[src/rtl/uart_imem_loader.sv]
// uart_imem_loader
//   Serial boot loader for the instruction memory. Receives frames of the form
//   START, ADDR_HI, ADDR_LO, CNT_HI, CNT_LO, 4*CNT data bytes (big-endian words),
//   CSUM (XOR of every byte after START). It writes each word into imem, answers
//   ACK/NAK on the transmit handshake, stalls the CPU while a frame is in progress,
//   and pulses cpu_reset for one cycle after a good load.
//
//   Optional feature macro: LOADER_TIMEOUT_EN. When defined, an inter-byte timeout
//   aborts the frame with NAK after TIMEOUT_CYCLES cycles without an accepted byte.
//
// Ports
//   clk, reset_n        clock, asynchronous active-low reset
//   rx_data/valid/ready byte stream from the UART receiver
//   tx_data/valid/ready response byte to the UART transmitter
//   imem_we/addr/din    instruction memory write port (word addressed)
//   cpu_stall           high while a frame is being handled
//   cpu_reset           one-cycle restart pulse after an ACKed frame
module uart_imem_loader #(
  parameter int unsigned ADDR_W         = 12,
  parameter logic [7:0]  START_BYTE     = 8'hA5,
  parameter logic [7:0]  ACK_BYTE       = 8'h06,
  parameter logic [7:0]  NAK_BYTE       = 8'h15,
  parameter int unsigned TIMEOUT_CYCLES = 1000000
) (
  input  logic              clk,
  input  logic              reset_n,
  input  logic [7:0]        rx_data,
  input  logic              rx_valid,
  output logic              rx_ready,
  output logic [7:0]        tx_data,
  output logic              tx_valid,
  input  logic              tx_ready,
  output logic [3:0]        imem_we,
  output logic [ADDR_W-1:0] imem_addr,
  output logic [31:0]       imem_din,
  output logic              cpu_stall,
  output logic              cpu_reset
);

  typedef enum logic [3:0] {
    S_IDLE, S_ADDR_HI, S_ADDR_LO, S_CNT_HI, S_CNT_LO,
    S_DATA, S_CSUM, S_RESP, S_RESTART
  } state_t;

  state_t      state, stateNxt;
  logic        accept;
  logic [7:0]  addrHi, cntHi, csum;
  logic [15:0] wordsLeft;
  logic [1:0]  byteIdx;
  logic [23:0] shiftReg;
  logic        lastWord;   // final word's imem write is in flight this cycle
  logic        csumByte;   // the byte being accepted is the checksum
  logic        respAck;    // pending response is ACK
  logic        inFrame;
  logic        timeout;

  assign accept    = rx_valid && rx_ready;
  assign rx_ready  = (state != S_RESP) && (state != S_RESTART);
  assign tx_valid  = (state == S_RESP);
  assign cpu_stall = (state != S_IDLE);
  assign cpu_reset = (state == S_RESTART);
  assign inFrame   = (state >= S_ADDR_HI) && (state <= S_CSUM);

  // The last word is written while still in DATA so imem_we never leaks into
  // CSUM; a checksum byte arriving in that same cycle is taken directly.
  assign csumByte = accept && ((state == S_CSUM) || ((state == S_DATA) && lastWord));

`ifdef LOADER_TIMEOUT_EN
  logic [31:0] toCnt;

  always_ff @(posedge clk or negedge reset_n) begin
    if (!reset_n)                toCnt <= '0;
    else if (accept || !inFrame) toCnt <= '0;
    else                         toCnt <= toCnt + 32'd1;
  end

  assign timeout = inFrame && !accept && (toCnt == 32'(TIMEOUT_CYCLES - 1));
`else
  assign timeout = (TIMEOUT_CYCLES == 0) && 1'b0;
`endif

  always_ff @(posedge clk or negedge reset_n) begin
    if (!reset_n) state <= S_IDLE;
    else          state <= stateNxt;
  end

  always_comb begin
    stateNxt = state;
    unique case (state)
      S_IDLE:    if (accept && rx_data == START_BYTE) stateNxt = S_ADDR_HI;
      S_ADDR_HI: if (accept) stateNxt = S_ADDR_LO;
      S_ADDR_LO: if (accept) stateNxt = S_CNT_HI;
      S_CNT_HI:  if (accept) stateNxt = S_CNT_LO;
      S_CNT_LO:  if (accept) stateNxt = ({cntHi, rx_data} == 16'd0) ? S_CSUM : S_DATA;
      S_DATA:    if (csumByte) stateNxt = S_RESP;
                 else if (lastWord) stateNxt = S_CSUM;
      S_CSUM:    if (accept) stateNxt = S_RESP;
      S_RESP:    if (tx_ready) stateNxt = respAck ? S_RESTART : S_IDLE;
      S_RESTART: stateNxt = S_IDLE;
      default:   stateNxt = S_IDLE;
    endcase
    if (timeout) stateNxt = S_RESP;
  end

  always_ff @(posedge clk or negedge reset_n) begin
    if (!reset_n) begin
      addrHi    <= '0;
      cntHi     <= '0;
      csum      <= '0;
      wordsLeft <= '0;
      byteIdx   <= '0;
      shiftReg  <= '0;
      lastWord  <= 1'b0;
      respAck   <= 1'b0;
      tx_data   <= '0;
      imem_we   <= '0;
      imem_addr <= '0;
      imem_din  <= '0;
    end else begin
      imem_we  <= 4'h0;
      lastWord <= 1'b0;
      // Post-increment once the write pulse has been presented.
      if (imem_we != 4'h0) imem_addr <= imem_addr + ADDR_W'(1);

      if (state == S_IDLE) begin
        csum    <= '0;
        byteIdx <= '0;
      end

      if (accept && inFrame && !csumByte) csum <= csum ^ rx_data;

      if (accept) begin
        unique case (state)
          S_ADDR_HI: addrHi <= rx_data;
          S_ADDR_LO: imem_addr <= ADDR_W'({addrHi, rx_data});
          S_CNT_HI:  cntHi <= rx_data;
          S_CNT_LO: begin
            wordsLeft <= {cntHi, rx_data};
            byteIdx   <= '0;
          end
          S_DATA: if (!lastWord) begin
            shiftReg <= {shiftReg[15:0], rx_data};
            byteIdx  <= byteIdx + 2'd1;
            if (byteIdx == 2'd3) begin
              imem_we   <= 4'hF;
              imem_din  <= {shiftReg, rx_data};
              wordsLeft <= wordsLeft - 16'd1;
              lastWord  <= (wordsLeft == 16'd1);
            end
          end
          default: ;
        endcase
      end

      if (csumByte) begin
        respAck <= (csum == rx_data);
        tx_data <= (csum == rx_data) ? ACK_BYTE : NAK_BYTE;
      end

      // Abort: a partial word is simply dropped since writes only fire on a 4th byte.
      if (timeout) begin
        respAck <= 1'b0;
        tx_data <= NAK_BYTE;
      end
    end
  end

endmodule

[config.mk]
export PLATFORM = sky130hd
export DESIGN_NAME = uart_imem_loader
export DESIGN_NICKNAME = d
export VERILOG_FILES = /design/src/rtl/uart_imem_loader.sv
export SDC_FILE = /design/constraint.sdc
export NUM_CORES = 1
export LEC_CHECK = 0
export ABC_CLOCK_PERIOD_IN_PS = 1700
export CORE_AREA = 2 2 109 111
export CTS_CLUSTER_DIAMETER = 100
export DETAILED_ROUTE_END_ITERATION = 12
export DIE_AREA = 0 0 111 113
export PLACE_DENSITY = 0.75
export SLEW_MARGIN = 20
export SYNTH_ARGS = -nofsm -noshare
export SYNTH_HDL_FRONTEND = slang
export SYNTH_SLANG_ARGS = --single-unit
[constraint.sdc]
create_clock -name clk -period 1.7 [get_ports clk]
set_input_delay 0.17 -clock clk [delete_from_list [all_inputs] [get_ports clk]]
set_output_delay 0.17 -clock clk [all_outputs]
set_load 0.005 [all_outputs]
==> qor.csv <==
stage,metric,value,unit
outcome,status,"complete, but fails checks",
outcome,failing checks,negative setup slack,
clocking,Clock Latency Late Sink,430,ps
synth,Synth Register Bits,115,
timing,post-layout min period,1870,ps
timing,Final WS setup,-169,ps
synth,"Primary FF master, synth",dfrtp_1,
detailed_routing,detailed-route via count,4727,
cells_and_area,layout cells sized above 1,0.385,
worst_setup_path,crit path buf inv count,1,
place,HPWL Detailed,9.48,mm
synth,number of flops mapped to enable cells by yosys,0,
pwr,Static Leakage,3.72,nW
detailed_routing,Post-Route WL,17.2,mm
worst_hold_path,worst min path class,in2async,
cells_and_area,end-of-flow core utilization,0.710,
synth,Ys Warns,0,
worst_setup_path,"critical path fanouts, max",4,
timing,RSZ-0062 raised after global routing,yes,
place,gpl congestion,0.970,
cells_and_area,Synth-to-Final Area Change,44.7,%
worst_setup_path,worst r2r src,wordsLeft[0],
worst_setup_path,"setup slack, reg-to-reg",-170,ps
die,Die ar.,12500,sq um
clocking,Bufs on Longest Clock Path,2,
die,Die Ht,113,microns
worst_setup_path,Crit-path slowest cell,dfrtp_1,
die,Rows,39,
detailed_routing,wire per inst,22.0,microns
timing,Slew Limit Fails,0,
grt,initial antenna violation count,0,
detailed_routing,drt drc,0,
grt,vias in the first global route,4554,
timing,Setup TNS Final,-6400,ps
clocking,CTS tree,yes,
place,I/O Buffers,67,
grt,largest net degree at the start of global routing,48,
grt,grt ovf,0,
timing,Setup Skew,10.1,ps
worst_setup_path,crit start category,register,
detailed_routing,uppermost layer routed,met4,
worst_setup_path,Worst EP arrival,2200,ps
clocking,clk slew on worst S/H paths,60,ps
synth,most frequent cell after synthesis,dfrtp_1,
detailed_routing,1st-iter DRT viols,460,
worst_setup_path,CP Cell Sequence,"buf_4, nor4_2, and2_1, nand4b_1, a21oi_1, a2bb2oi_1",
clocking,htree depth,4,
synth,Synth Cell Area,5530,sq um
detailed_routing,DRT Pass-1 Iters,6,
place,dpl ws,-296,ps
die,die width,111,microns
worst_setup_path,Worst Reg-to-Reg Cells,6,
detailed_routing,DR WL met3,1.30,mm
die,num ports,72,
worst_setup_path,Critical Path Source,wordsLeft[0],
synth,"Avg Cell Area, Syn",11.5,sq um
die,core footprint,11300,sq um
worst_setup_path,"CP delay by family, top",simple AND/OR/NAND/NOR gates,
worst_setup_path,WP data required,2030,ps
cells_and_area,Inserted Diodes,0,
synth,"Seq/Total Area, Yosys",0.520,
synth,Synth Instances,481,
die,initial core utilization,0.491,
pwr,pwr/cell area,1830,nW/um^2
timing,fmax,535,MHz
worst_setup_path,Worst path max stage delay,400,ps
synth,Synth area leader,dfrtp_1,
timing,Finish-stage setup viols,74,
synth,post-synthesis async set-or-reset flop share,1.00,
detailed_routing,M1 wire length,6.85,mm
cells_and_area,Nets,642,
grt,GR Util All Layers,0.237,
run,max cap viols,0,
grt,first-pass GRT wire length,23.3,mm
synth,top post-synthesis cells by count,"dfrtp_1 (115), nor2_1 (41), mux2_2 (40)",
clocking,CTS root buffer,clkbuf_16,
timing,final hold vios,0,
synth,largest cells by area after synthesis,"dfrtp_1 (52%), mux2_2 (8.1%), mux2_4 (8.1%)",
timing,Tcrit/Tclk final,1.10,
detailed_routing,Antenna Nets Post-Route,0,
detailed_routing,met2 wire len,8.16,mm
worst_setup_path,kind of critical path,reg2reg,
pwr,peak supply drop,853,uV
detailed_routing,Vias/cell,6.04,
synth,post-synthesis cell type count,58,
synth,top-area cell type share of the netlist area,0.520,
worst_setup_path,element type at the critical path end,register,
clocking,number of CTS-inserted buffers,17,
clocking,clock sink count,115,
worst_setup_path,reg-to-reg endpoint,wordsLeft[13],
worst max path at each step:
stage                                to  cells past startpoint
after floorplan           wordsLeft[10]                      7
final                     wordsLeft[13]                      6
after detailed placement       state[1]                      6
after CTS                 wordsLeft[10]                      7
after global routing      wordsLeft[13]                      6
after global placement         state[1]                      6
per-stage QoR:
step	instances	hold slack, ps	cell area [sq um]	power (mW)
6_report	782	219	8000	14.7
5_1_grt	782	251	8000	15.3
4_1_cts	763	220	7470	13.4
3_5_place_dp	723	119	6730	9.62
3_3_place_gp	723	112	6730	9.34
2_1_floorplan	484	-126	5550	7.44
cells by family (layout without fill, tap and decap cells):
family / after synthesis / after routing / share of synthesized area
AO/OA/AOI/OAI: 97 / 97 / 0.110
other: 1 / 4 / 0.000678
AND/OR/NAND/NOR: 129 / 129 / 0.120
XOR/XNOR: 19 / 19 / 0.0301
adder cells (fa/ha/maj): 4 / 4 / 0.00905
flip-flops: 115 / 115 / 0.520
multiplexers: 72 / 72 / 0.167
buffers and inverters: 44 / 199 / 0.0437
worst reg2reg max path, cell delays in order, from the launching register on:
cell       delay (ps)
dfrtp_1           400
buf_4             140
nor4_2            350
and2_1            270
nand4b_1          170
a21oi_1           250
a2bb2oi_1         210
power breakdown:
part           leakage (nW)  switching [mW]  internal, mW
Combinational          2.00            2.61          3.55
Clock                 0.280            1.43          2.09
Sequential             1.43            1.12          3.88
area by class of cell:
type	instances	area, sq um
repair buffers	160	1600
clock buffers	18	439
fillers	696	3270
clock inverters	14	144
well taps	143	179
flip-flops and latches	115	2880
inverters	7	31.3
multi-input cells	325	2730
cell usage in the layout (no fill, tap or decap), types with 4 or more instances in the layout:
master           netlist  routed
buf_12                 0       7
nand2_1               32      29
nor3_1                 6       5
a2bb2oi_1              5       4
nor2_1                41      38
clkdlybuf4s50_1        0      62
nand4_1                5       5
xnor2_1                6       6
dfrtp_1              115     114
a21o_1                10      10
nand3_1                9       9
inv_6                  0       5
and3_1                 5       4
inv_1                  7       6
o21ai_2                0       8
buf_6                  3      13
xor2_1                13      13
conb_1                 1       4
mux2_4                30      55
clkinv_4               0       6
o21ai_0               25      16
a21oi_1               31      29
nor4_1                 5       4
clkbuf_16              0      21
buf_4                 11      65
mux2_2                40      15
what timing repair did:
action,CTS,global route
hold buffers,1,0
gates resized for setup,35,82
pin swaps,5,17
endpoints found under the setup margin,49,92
buffers inserted,6,13
endpoints found under the hold margin,24,0
gates cloned,1,6
registers in the layout, summed over array words and instances, names as in the netlist, 3 cells and up:
signal,flops
imem_din,32
wordsLeft,16
addrHi,4
imem_addr,12
csum,8
cntHi,8
shiftReg,24
tx_data,3
state,4
layer usage:
layer / up-vias / global-route usage
li1: 1995 / -
met4: 0 / 0.109
met1: 2327 / 0.298
met3: 89 / 0.0541
met5: - / 0
met2: 316 / 0.393
Note: power is estimated with default switching activity, not from simulation.
